### config.mk
export PLATFORM = sky130hd
export DESIGN_NAME = operand_fetch_stage
export DESIGN_NICKNAME = d
export VERILOG_FILES = /design/src/rtl/operand_fetch_stage.sv
export SDC_FILE = /design/constraint.sdc
export NUM_CORES = 1
export LEC_CHECK = 0
export BUFFER_PORTS_ARGS = -buffer_cell sky130_fd_sc_hd__buf_2
export CAP_MARGIN = 5
export CORE_UTILIZATION = 43
export CTS_CLUSTER_SIZE = 12
export DETAILED_ROUTE_END_ITERATION = 7
export PLACE_DENSITY = 0.77
export SLEW_MARGIN = 10
export SYNTH_ARGS = -nofsm -noshare
export SYNTH_HDL_FRONTEND = slang
export SYNTH_SLANG_ARGS = --single-unit
### constraint.sdc
create_clock -name clk -period 1.8 [get_ports clk]
set_input_delay 0.27 -clock clk [delete_from_list [all_inputs] [get_ports clk]]
set_output_delay 0.27 -clock clk [all_outputs]
set_load 0.01 [all_outputs]
### src/rtl/operand_fetch_stage.sv
// Operand fetch stage: drives register-file reads, forwards from EX/MEM/WB,
// stalls on load-use, and holds resolved operands in an ID/EX register.
module operand_fetch_stage #(
  parameter int RWIDTH  = 6,
  parameter int DWIDTH  = 32,
  parameter int CWIDTH  = 16,
  parameter int SCWIDTH = 16
) (
  input  logic               clk,
  input  logic               rst_n,
  input  logic               in_valid,
  output logic               in_ready,
  input  logic [RWIDTH-1:0]  in_ra1,
  input  logic [RWIDTH-1:0]  in_ra2,
  input  logic [RWIDTH-1:0]  in_wa,
  input  logic [CWIDTH-1:0]  in_ctrl,
  input  logic               in_uses_ra2,
  output logic [RWIDTH-1:0]  rf_ra1,
  output logic [RWIDTH-1:0]  rf_ra2,
  input  logic [DWIDTH-1:0]  rf_rd1,
  input  logic [DWIDTH-1:0]  rf_rd2,
  input  logic               ex_we,
  input  logic               ex_is_load,
  input  logic [RWIDTH-1:0]  ex_wa,
  input  logic [DWIDTH-1:0]  ex_wd,
  input  logic               mem_we,
  input  logic [RWIDTH-1:0]  mem_wa,
  input  logic [DWIDTH-1:0]  mem_wd,
  input  logic               wb_we,
  input  logic [RWIDTH-1:0]  wb_wa,
  input  logic [DWIDTH-1:0]  wb_wd,
  input  logic               flush,
  output logic               out_valid,
  input  logic               out_ready,
  output logic [DWIDTH-1:0]  out_op1,
  output logic [DWIDTH-1:0]  out_op2,
  output logic [RWIDTH-1:0]  out_wa,
  output logic [CWIDTH-1:0]  out_ctrl,
  output logic [SCWIDTH-1:0] stall_cnt
);

  logic               valid_q, valid_d;
  logic [DWIDTH-1:0]  op1_q, op1_d, op2_q, op2_d;
  logic [RWIDTH-1:0]  wa_q, wa_d;
  logic [CWIDTH-1:0]  ctrl_q, ctrl_d;
  logic [SCWIDTH-1:0] stall_cnt_q, stall_cnt_d;

  logic              hazard;
  logic              fire;
  logic [DWIDTH-1:0] sel_op1, sel_op2;

  // EX results of loads are not ready yet, so EX forwarding skips loads.
  function automatic logic [DWIDTH-1:0] resolve(
    input logic [RWIDTH-1:0] s,
    input logic [DWIDTH-1:0] rf_rd,
    input logic              ex_fwd_en,
    input logic [RWIDTH-1:0] ex_a,
    input logic [DWIDTH-1:0] ex_d,
    input logic              mem_en,
    input logic [RWIDTH-1:0] mem_a,
    input logic [DWIDTH-1:0] mem_d,
    input logic              wb_en,
    input logic [RWIDTH-1:0] wb_a,
    input logic [DWIDTH-1:0] wb_d
  );
    logic [DWIDTH-1:0] r;
    if (s == '0)                        r = '0;
    else if (ex_fwd_en && ex_a == s)    r = ex_d;
    else if (mem_en && mem_a == s)      r = mem_d;
    else if (wb_en && wb_a == s)        r = wb_d;
    else                                r = rf_rd;
    return r;
  endfunction

  assign rf_ra1 = in_ra1;
  assign rf_ra2 = in_ra2;

  always_comb begin
    sel_op1 = resolve(in_ra1, rf_rd1, ex_we && !ex_is_load, ex_wa, ex_wd,
                      mem_we, mem_wa, mem_wd, wb_we, wb_wa, wb_wd);
    sel_op2 = resolve(in_ra2, rf_rd2, ex_we && !ex_is_load, ex_wa, ex_wd,
                      mem_we, mem_wa, mem_wd, wb_we, wb_wa, wb_wd);
  end

  assign hazard = in_valid && ex_we && ex_is_load && (ex_wa != '0) &&
                  ((ex_wa == in_ra1) || (in_uses_ra2 && (ex_wa == in_ra2)));
  assign in_ready = (!valid_q || out_ready) && !hazard && !flush;
  assign fire     = in_valid && in_ready;

  always_comb begin
    valid_d     = valid_q;
    op1_d       = op1_q;
    op2_d       = op2_q;
    wa_d        = wa_q;
    ctrl_d      = ctrl_q;
    stall_cnt_d = stall_cnt_q;

    if (flush) begin
      valid_d = 1'b0;
    end else if (fire) begin
      valid_d = 1'b1;
      op1_d   = sel_op1;
      op2_d   = sel_op2;
      wa_d    = in_wa;
      ctrl_d  = in_ctrl;
    end else if (out_ready) begin
      valid_d = 1'b0;
    end

    // Saturate rather than wrap so a long stall never reads as a short one.
    if (hazard && !flush && !(&stall_cnt_q)) begin
      stall_cnt_d = stall_cnt_q + 1'b1;
    end
  end

  always_ff @(posedge clk or negedge rst_n) begin
    if (!rst_n) begin
      valid_q     <= 1'b0;
      op1_q       <= '0;
      op2_q       <= '0;
      wa_q        <= '0;
      ctrl_q      <= '0;
      stall_cnt_q <= '0;
    end else begin
      valid_q     <= valid_d;
      op1_q       <= op1_d;
      op2_q       <= op2_d;
      wa_q        <= wa_d;
      ctrl_q      <= ctrl_d;
      stall_cnt_q <= stall_cnt_d;
    end
  end

  assign out_valid = valid_q;
  assign out_op1   = op1_q;
  assign out_op2   = op2_q;
  assign out_wa    = wa_q;
  assign out_ctrl  = ctrl_q;
  assign stall_cnt = stall_cnt_q;

endmodule

# Yosys cells after proc, flatten, opt, wreduce, memory -nomap -nowiden
# Cells that the tools add are included.
# Widths: inputs -> output; s select.
# op_classes
add_sub_neg	1
bitwise_logic	1
eq_ne	6
n_reduce_logical	30
n_mux	11
# op_table
operator	n
$mux 32	8
$eq 6x6->1	6
$logic_and 1x1->1	17
$add 16x1->16 const B	1
$reduce_and 16->1	1
$logic_not 6->1	2
$reduce_bool 6->1	1
$logic_not 1->1	5
$mux 1	3
$reduce_bool 3->1	1
$logic_or 1x1->1	2
$reduce_and 2->1	1
$not 1->1	1
# totals
ff_bits	103
elab_cells	55
in_bits	222

# Depth between registers and ports, before layout
# Gate-level depths: netlist of the first run.
# logic_depth
ltp_word	10
ltp_mapped	9
ltp_nobuf	6

# Least setup slack after synthesis of the first run
# No wires, ideal clock.
# synth_path
kind	reg2reg
from	register stall_cnt_q[2], in the netlist stall_cnt[2]
to	register stall_cnt_q[1], in the netlist stall_cnt[1]
setup_slack_ns	-0.005
n_path_buf	0
stages_incl_launch_ff	6
arrival_time_ns	1.680
cell_sequence	dfrtp_1 nand4_1 or4_1 nand2_1 nor3_1 mux2_2
# synth_via
elab_chain_cells	3
# synth_lines
item	line_no	source
start, declared	46	logic [SCWIDTH-1:0] stall_cnt_q, stall_cnt_d;
start signal, assigned	130	stall_cnt_q <= stall_cnt_d;
$reduce_and 16->1	111	if (hazard && !flush && !(&stall_cnt_q)) begin
$logic_not 1->1	111	
$logic_and 1x1->1	111	
# Every way passes these cells.
# A chain may end at the register's enable or synchronous reset.

# Final worst setup path of the first run
# layout_path
from	register stall_cnt_q[9], in the netlist stall_cnt[9]
to	register stall_cnt_q[6], in the netlist stall_cnt[6]
# The elaborated chain is that of the path after synthesis.

==> results of run 1 <==
## report_power, final
| part | internal (mW) | switching (mW) | leakage, nW |
|---|---|---|---|
| clock network | 1.24 | 0.955 | 0.162 |
| registers | 2.65 | 0.186 | 1.28 |
| logic | 0.963 | 1.09 | 3.52 |
| total | 4.85 | 2.23 | 4.96 |
## worst max path at each step
| stage | slack [ns] | end | cells after the start |
|---|---|---|---|
| 2_1_floorplan | 0.04 | stall_cnt[1] | 5 |
| 4_1_cts | -0.004 | stall_cnt[1] | 5 |
| 6_report | -0.02 | stall_cnt[6] | 5 |
| 5_1_grt | -0.14 | in_ready | 8 |
| 3_5_place_dp | -0.18 | out_op2[9] | 8 |
| 3_3_place_gp | -0.14 | out_op1[23] | 8 |
## state kept, by name, summed over array words and instances (netlist names)
| signal | cells |
|---|---|
| out_op2 | 32 |
| out_op1 | 32 |
| out_ctrl | 16 |
| out_wa | 6 |
| out_valid | 1 |
| stall_cnt | 16 |
## metal layers
metal  track usage [%]  vias up  wire (um)  part of all wire, %
li1                  -     3614          -                    -
met1              36.4     3773       9940                   38
met2              54.3      486      13400                   51
met3              6.11       67       2370                  9.0
met4              12.2        2        693                  2.6
met5                 0        -         11                0.042
## critical path, delay by kind of cell (launching register included)
family	cells	cell delay, ns
flip-flops	1	0.35
AND/OR/NAND/NOR	4	1.18
XOR/XNOR	1	0.16
## repair_timing
item | in CTS | in global routing
pin swaps | 1 | 3
endpoints found under the hold margin | 8 | 0
gates resized for setup | 5 | 8
buffers inserted | 1 | 2
setup endpoints to repair | 4 | 59
hold buffers | 1 | 0
## cells in the final DEF (no fill, tap or decap), types with 3 or more instances in the layout
cell and instances:
a21boi_0 55, a21boi_1 9, and2_1 3, and3_1 68, and4_2 4, buf_12 15
buf_2 336, buf_4 67, clkbuf_16 9, dfrtp_1 103, inv_1 75, mux2_2 23
nand2_1 74, nand3_1 25, nand3b_1 46, nand4_1 9, nor2_1 5, nor3_1 9
nor4_1 8, o221ai_1 64, o31ai_1 64, xnor2_1 20, xnor2_2 4, xor2_1 27
## cell families after synthesis
| kind of cell | share of synthesized area (%) |
|---|---|
| xor gates and xnor gates | 6.29 |
| and+or+nand+nor | 21.2 |
| buffers and inverters | 10.1 |
| DFF | 36.3 |
| muxes | 3.65 |
| AOI/OAI and AO/OA | 22.3 |
| adders and majority gates | 0.176 |
## per-stage QoR
step / hold WS [ns] / worst slack [ns] / power, mW / setup TNS [ns] / std cells
CTS: 0.123 / -0.00437 / 7.11 / -0.00743 / 1372
floorplan: -0.0256 / 0.0375 / 3.83 / 0 / 807
detailed placement: 0.106 / -0.182 / 4.90 / -10.61 / 1354
global route: 0.134 / -0.136 / 7.42 / -0.635 / 1374
finish: 0.136 / -0.0164 / 7.08 / -0.0291 / 1374
global placement: 0.103 / -0.144 / 4.86 / -9.84 / 1354
## area by class of cell
type	count	area share (%)
multi-input cells	543	39.8
repair buffers	421	25.4
clock inverters	7	1.03
flip-flops and latches	103	26.0
well taps	216	2.73
clock buffers	9	2.27
inverters	75	2.84
==> flow_summary.ini, run 1 <==
[yosys]
synth_area_um2 = 7100
yosysSeqAreaShare_pct = 36.3
synth_edf_count = 0
synth.area.top_cells = dfrtp_1, o221ai_1, o31ai_1
synth_area_per_cell_um2 = 8.80
syn-num-nets = 1030
synth_largest_area_cell = dfrtp_1
synthFlopType = dfrtp_1
synthTopCellsByCount = dfrtp_1, inv_1, nand2_1
syn-instance-count = 807
yosys_warnings = 0
synth.top_cell.area_share_pct = 36.3
synth_seq_cells = 103
async_flop_share_pct = 100
yosysMostFrequentCell = dfrtp_1
synthDistinctLibCells = 38

[cells_and_area]
antenna-diode-count = 0
final_cell_area_um2 = 9920
nFillCells = 1418
final_layout_size_suffix_gt1_share_pct = 41.6
post-route-util_pct = 62.0
seq_area_um2 = 2580
syn_to_final_growth_pct = 39.6
multi_input_area_um2 = 3940
fin_nets = 1376

[worst_setup_path]
reg2reg_depth = 5
critPathKind = reg -> reg
crit_start = stall_cnt[9]
regToRegSetupSlack_ns = -0.02
cp.required_ns = 2.02
slowest_delay_ns = 0.61
rr_startpoint = stall_cnt[9]
crit_path_frequent_cell = nand4_1
critPathSlowestCell = or4_4
crit_chain = nand4_1 -> or4_4 -> nand4_1 -> nor3_1 -> xor2_1
path_max_fanout = 6
critPathLaunchType = flop
rr_endpoint = stall_cnt[6]
cp.arrival_ns = 2.04
end_kind = flop

[hold_path]
min_from = flush
worstHoldPathType = in -> reg
whs_path_depth = 2
min_to = out_valid

[global_route]
grt_usage_pct = 30.7
first_global_vias = 7779
antenna_found_initial = 1
grt_max_degree = 96
gr-total-overflow = 0
grt_pass1_wl_um = 40100

[floorplanning]
die_x_um = 131
start_util_pct = 44.4
ios = 338
die-height_um = 131
rows = 46
dieArea_um2 = 17000
core_um2 = 16000

[sta]
rsz0062_at_grt = yes
setup_viol = 4
finClkSkew_ns = 0.00768
tightest_slew_ns = 0.580
max_freq_mhz = 551
layout_min_cycle_time_ns = 1.82
fin_crit_sh_pct = 101
max-slew-margin-rel_pct = 61.3
hold_viol_final = 0
drv_slew = 0
setup_slack_ns = -0.0164

[clock_network]
clock_latency_ns = 0.36
numClockSinks = 103
cts_tree = done
cts_buffer_depth = 2
clockRootBuffer = clkbuf_16
htreeDepth = 3
cts_made_buffers = 9
clk_pin_slew_ns = 0.07

[route]
wl_per_cell_um = 19.2
finalWirelength_um = 26400
antenna_left = 0
vias_per_cell = 5.78
drc = 0
first_pass_iters = 7
vias = 7942
drtIter0Drc = 547

[placed_design]
port_buffers = 337
placed_cell_area_um2 = 9490
routabilityCongestion = 0.892
dp_hpwl_um = 19300

[status]
violations = setup timing
outcome = finished with violations

[power]
power_density_nw_per_um2 = 714
max-vdd-ir-drop_mv = 0.494
p_leak_nw = 4.96

[run]
drv_cap = 0
No activity file was read; power rests on OpenSTA's default activity.
==> run 2: changes to the inputs <==
==> constraint.sdc (replaced) <==
create_clock -name clk -period 1.8 [get_ports clk]
set_input_delay 0.36 -clock clk [delete_from_list [all_inputs] [get_ports clk]]
set_output_delay 0.36 -clock clk [all_outputs]
set_load 0.01 [all_outputs]
==> run 2 against run 1 <==
  * The flow still finishes with violations (setup timing)
  * Sequential cell count did not move
  * Core utilization increased by 1.3 points
  * Clock power shrank 9.1%
  * Count of clock-buffer cells in the layout increased by 2
  * Routed wire length increased by 1.1%
  * Maximum frequency decreased by 2.0%
  * Critical path depth is 2 higher
  * Cell count is 0.22% higher
  * Clock skew fell by 0.0019 ns
  * Power fell by 1.7%
  * Global-route usage is 0.86 points lower
  * Hold slack better by 0.099 ns
==> flow_summary.ini, run 2 (synthesis results as in run 1) <==
[sta]
drv_slew = 0
layout_min_cycle_time_ns = 1.85
setup_slack_ns = -0.0527
setup_viol = 4
max-slew-margin-rel_pct = 68.1
fin_crit_sh_pct = 103
rsz0062_at_grt = yes
setup_tns_ns = -0.0722
tightest_slew_ns = 0.475
finClkSkew_ns = 0.00580
hold_viol_final = 0
max_freq_mhz = 540

[worst_setup_path]
cp.required_ns = 1.44
cp.arrival_ns = 1.49
critPathKind = in -> out
critPathLaunchType = input port
path_max_fanout = 4
end_kind = output port

[placed_design]
routabilityCongestion = 0.912
port_buffers = 337
dpl_worst_slack_ns = -0.320
placed_cell_area_um2 = 9540
dp_hpwl_um = 19300
numPlacedInstances = 1353

[cells_and_area]
layoutNonFillerInstCount = 1377
final_cell_area_um2 = 10100
syn_to_final_growth_pct = 42.5
final_common_cell = buf_2
final_layout_size_suffix_gt1_share_pct = 42.8
final_cell_mix = buf_2, dfrtp_1, inv_1
fin_nets = 1378

[power]
p_leak_nw = 5.01
power_density_nw_per_um2 = 688
power_mw = 6.96
max-vdd-ir-drop_mv = 0.532

[global_route]
first_global_vias = 7525
grt_pass1_wl_um = 39200
grt_max_degree = 43
gr-total-overflow = 0
grt_usage_pct = 29.8
antenna_found_initial = 2

[route]
first_pass_iters = 5
drc = 0
finalWirelength_um = 26600
drtIter0Drc = 540
antenna_left = 0
vias_per_cell = 5.72
wl_per_cell_um = 19.4
vias = 7876

[floorplanning]
dieArea_um2 = 17000
ios = 338
die-height_um = 131
start_util_pct = 44.4
core_um2 = 16000
die_x_um = 131
rows = 46

[clock_network]
cts_tree = done
cts_buffer_depth = 2
clk_pin_slew_ns = 0.07
clockRootBuffer = clkbuf_16
cts_made_buffers = 9
clock_latency_ns = 0.35
numClockSinks = 103
htreeDepth = 3

[hold_path]
worstHoldPathType = in -> reg

[run]
drv_cap = 0

[status]
violations = setup timing
outcome = finished with violations
-- run 2: worst paths after layout --
check | start | to | slack, ns | cells after the start
setup reg to reg | stall_cnt[1] | stall_cnt[6] | 0.03 | 7
max in group asynchronous | rst_n | out_op1[5] | 0.74 | 3
setup / recovery | in_ra2[5] | in_ready | -0.05 | 7
hold reg to reg | out_ctrl[3] | out_ctrl[3] | 0.51 | 1
hold / removal | ex_wd[29] | out_op2[29] | 0.23 | 3
min in group asynchronous | rst_n | out_wa[5] | 0.50 | 2
-- run 2: power by group --
| part | switching [mW] | internal, mW | total [mW] |
|---|---|---|---|
| clock | 0.887 | 1.12 | 2.00 |
| combinational | 1.11 | 1.00 | 2.11 |
| sequential | 0.199 | 2.65 | 2.85 |
-- run 2: cell type report --
type / count / area [um2]
Fill cell: 1365 / 5880
Multi-Input combinational cell: 543 / 4040
Timing Repair Buffer: 423 / 2650
Sequential cell: 103 / 2580
Inverter: 75 / 282
Tap cell: 216 / 270
Clock buffer: 11 / 243
Clock inverter: 5 / 57.6
Antenna cell: 1 / 2.50
-- run 2: through the flow --
stage / hold slack, ns / utilization [%]
6_report: 0.235 / 63.3
5_1_grt: 0.237 / 63.2
4_1_cts: 0.221 / 62.0
3_5_place_dp: 0.323 / 59.6
3_3_place_gp: 0.321 / 59.6
2_1_floorplan: 0.0644 / -
-- run 2: critical path, cell delays in order --
cell and delay (ns):
buf_2 0.14, xnor2_2 0.21, nand4_1 0.15, o22a_2 0.27, nor2_2 0.15, nor2_1 0.07, buf_2 0.14
-- run 2: repair_timing --
item / 4_1_cts / 5_1_grt
hold buffers: 1 / 0
gates resized for setup: 7 / 47
pin swaps: 4 / 17
setup buffers: 4 / 3
endpoints found under the hold margin: 27 / 0
endpoints found under the setup margin: 1 / 59
-- run 2: metal layers --
layer,up-vias,track usage [%],part of all wire [%]
met5,-,0,0.041
met3,77,5.09,8.8
li1,3614,-,-
met2,493,52.2,50
met4,2,12.8,3.5
met1,3690,36.0,38
==> run 3: changes to the inputs <==
- SETUP_SLACK_MARGIN: unset -> 0.3
==> run 3 against run 2 <==
  * The run still ends with setup timing left
  * Clock power up 7%
  * Sequential power about the same
  * Clock skew up 0.0039 ns
  * Routed wire length up 26%
  * Non-clock buffer count up 51
  * Sequential cell count unchanged
  * Setup slack worse by 0.096 ns
  * Count of clock-buffer cells in the layout down 1
  * Power up 11%
  * Sequential share of layout area down 4.3 points
  * Global-route usage up 5.2 points
  * Register-to-register slack worse by 0.08 ns
  * Critical path type unchanged
  * Highest routed layer unchanged
==> flow_summary.ini, run 3 (synthesis results as in run 1) <==
[route]
drc = 0
vias = 8764
vias_per_cell = 6.12
wl_per_cell_um = 23.4
finalWirelength_um = 33500
drtIter0Drc = 533
first_pass_iters = 5
antenna_left = 0

[sta]
hold_viol_final = 0
tightest_slew_ns = 0.566
layout_min_cycle_time_ns = 1.95
max-slew-margin-rel_pct = 62.3
finClkSkew_ns = 0.00966
max_freq_mhz = 513
drv_slew = 0
fin_crit_sh_pct = 108
rsz0062_at_grt = yes
setup_slack_ns = -0.148
setup_viol = 68

[worst_setup_path]
worstSetupEndpoint = in_ready
rr_startpoint = stall_cnt[4]
critPathKind = in -> out
regToRegSetupSlack_ns = -0.05
reg2reg_depth = 6
rr_endpoint = stall_cnt[14]
crit_start = in_ra2[5]
critPathLaunchType = input port
cp.required_ns = 1.44
cp.arrival_ns = 1.59
end_kind = output port
path_max_fanout = 2

[status]
violations = setup timing
outcome = finished with violations

[run]
drv_cap = 0

[clock_network]
cts_tree = done
cts_made_buffers = 9
cts_buffer_depth = 2
numClockSinks = 103
clock_latency_ns = 0.36
clk_pin_slew_ns = 0.07
htreeDepth = 3
clockRootBuffer = clkbuf_16

[floorplanning]
ios = 338
core_um2 = 16000
start_util_pct = 44.4
rows = 46
dieArea_um2 = 17000
die-height_um = 131
die_x_um = 131

[placed_design]
routabilityCongestion = 0.846
placed_cell_area_um2 = 10500
port_buffers = 337
numPlacedInstances = 1372
dp_hpwl_um = 20600

[power]
power_mw = 7.72
max-vdd-ir-drop_mv = 0.555
power_density_nw_per_um2 = 634
p_leak_nw = 5.83

[global_route]
grt_usage_pct = 35.1
gr-total-overflow = 0
first_global_vias = 8419
grt_max_degree = 98
grt_pass1_wl_um = 45100
antenna_found_initial = 4

[cells_and_area]
fin_nets = 1429
syn_to_final_growth_pct = 71.5
final_cell_mix = buf_2, dfrtp_1, buf_4
final_common_cell = buf_2
final_layout_size_suffix_gt1_share_pct = 58.6
layoutNonFillerInstCount = 1431
final_cell_area_um2 = 12200
post-route-util_pct = 76.2

[hold_path]
worstHoldPathType = in -> reg
[run 3: cell types whose count changed in the layout (fill, tap and decap cells not counted), sizes merged]
cell      change
clkbuf        +7
inv           +1
bufinv        +1
clkinvlp      -1
diode         +4
buf          +43
clkinv        -1
[run 3: repair_timing]
item	CTS	global route
cloned	2	10
pin swaps	44	40
setup endpoints to repair	103	103
gates resized for setup	74	111
hold buffers	1	0
endpoints found under the hold margin	6	0
buffers inserted	17	9
[run 3: stage by stage]
step | TNS (ns) | hold WS, ns | worst slack, ns
floorplan | 0 | 0.0644 | 0.0159
global placement | -26.66 | 0.182 | -0.313
detailed placement | -31.10 | 0.182 | -0.357
CTS | 0 | 0.216 | 0.00416
global route | -2.53 | 0.227 | -0.152
finish | -1.42 | 0.224 | -0.148
[run 3: power by group]
group	leakage (nW)	switching [mW]	internal, mW
combinational	4.40	1.39	1.34
sequential	1.28	0.195	2.65
clock	0.145	0.929	1.22
total	5.83	2.51	5.21
[run 3: worst min path at each step]
stage	slack, ns	start	cells past startpoint	endpoint
2_1_floorplan	0.06	rst_n	0	out_ctrl[0]
6_report	0.22	ex_wd[6]	3	out_op2[6]
3_3_place_gp	0.18	rst_n	1	stall_cnt[13]
5_1_grt	0.23	flush	2	out_valid
4_1_cts	0.22	flush	2	out_valid
3_5_place_dp	0.18	rst_n	1	stall_cnt[13]
[run 3: metal layers]
layer / wire length, um / vias to the layer above / global-route usage, %
li1: - / 3740 / -
met1: 11900 / 4178 / 40.3
met2: 16400 / 630 / 61.3
met3: 2920 / 214 / 6.60
met4: 2300 / 2 / 19.5
met5: 13 / - / 0
[run 3: final cells by class]
class	count	area [um2]
antenna	5	12.5
clock buffer	10	229
clock inverter	5	83.8
fill	1089	3810
inverter	75	282
multi-input combinational	543	5240
sequential	103	2580
tap	216	270
timing repair buffer	474	3490
[run 3: critical path, stage by stage]
cell     delay [ns]
buf_6          0.11
xnor2_4        0.20
nand4_1        0.21
o22a_2         0.29
buf_6          0.12
nor2_4         0.13
nor2_4         0.05
buf_6          0.11
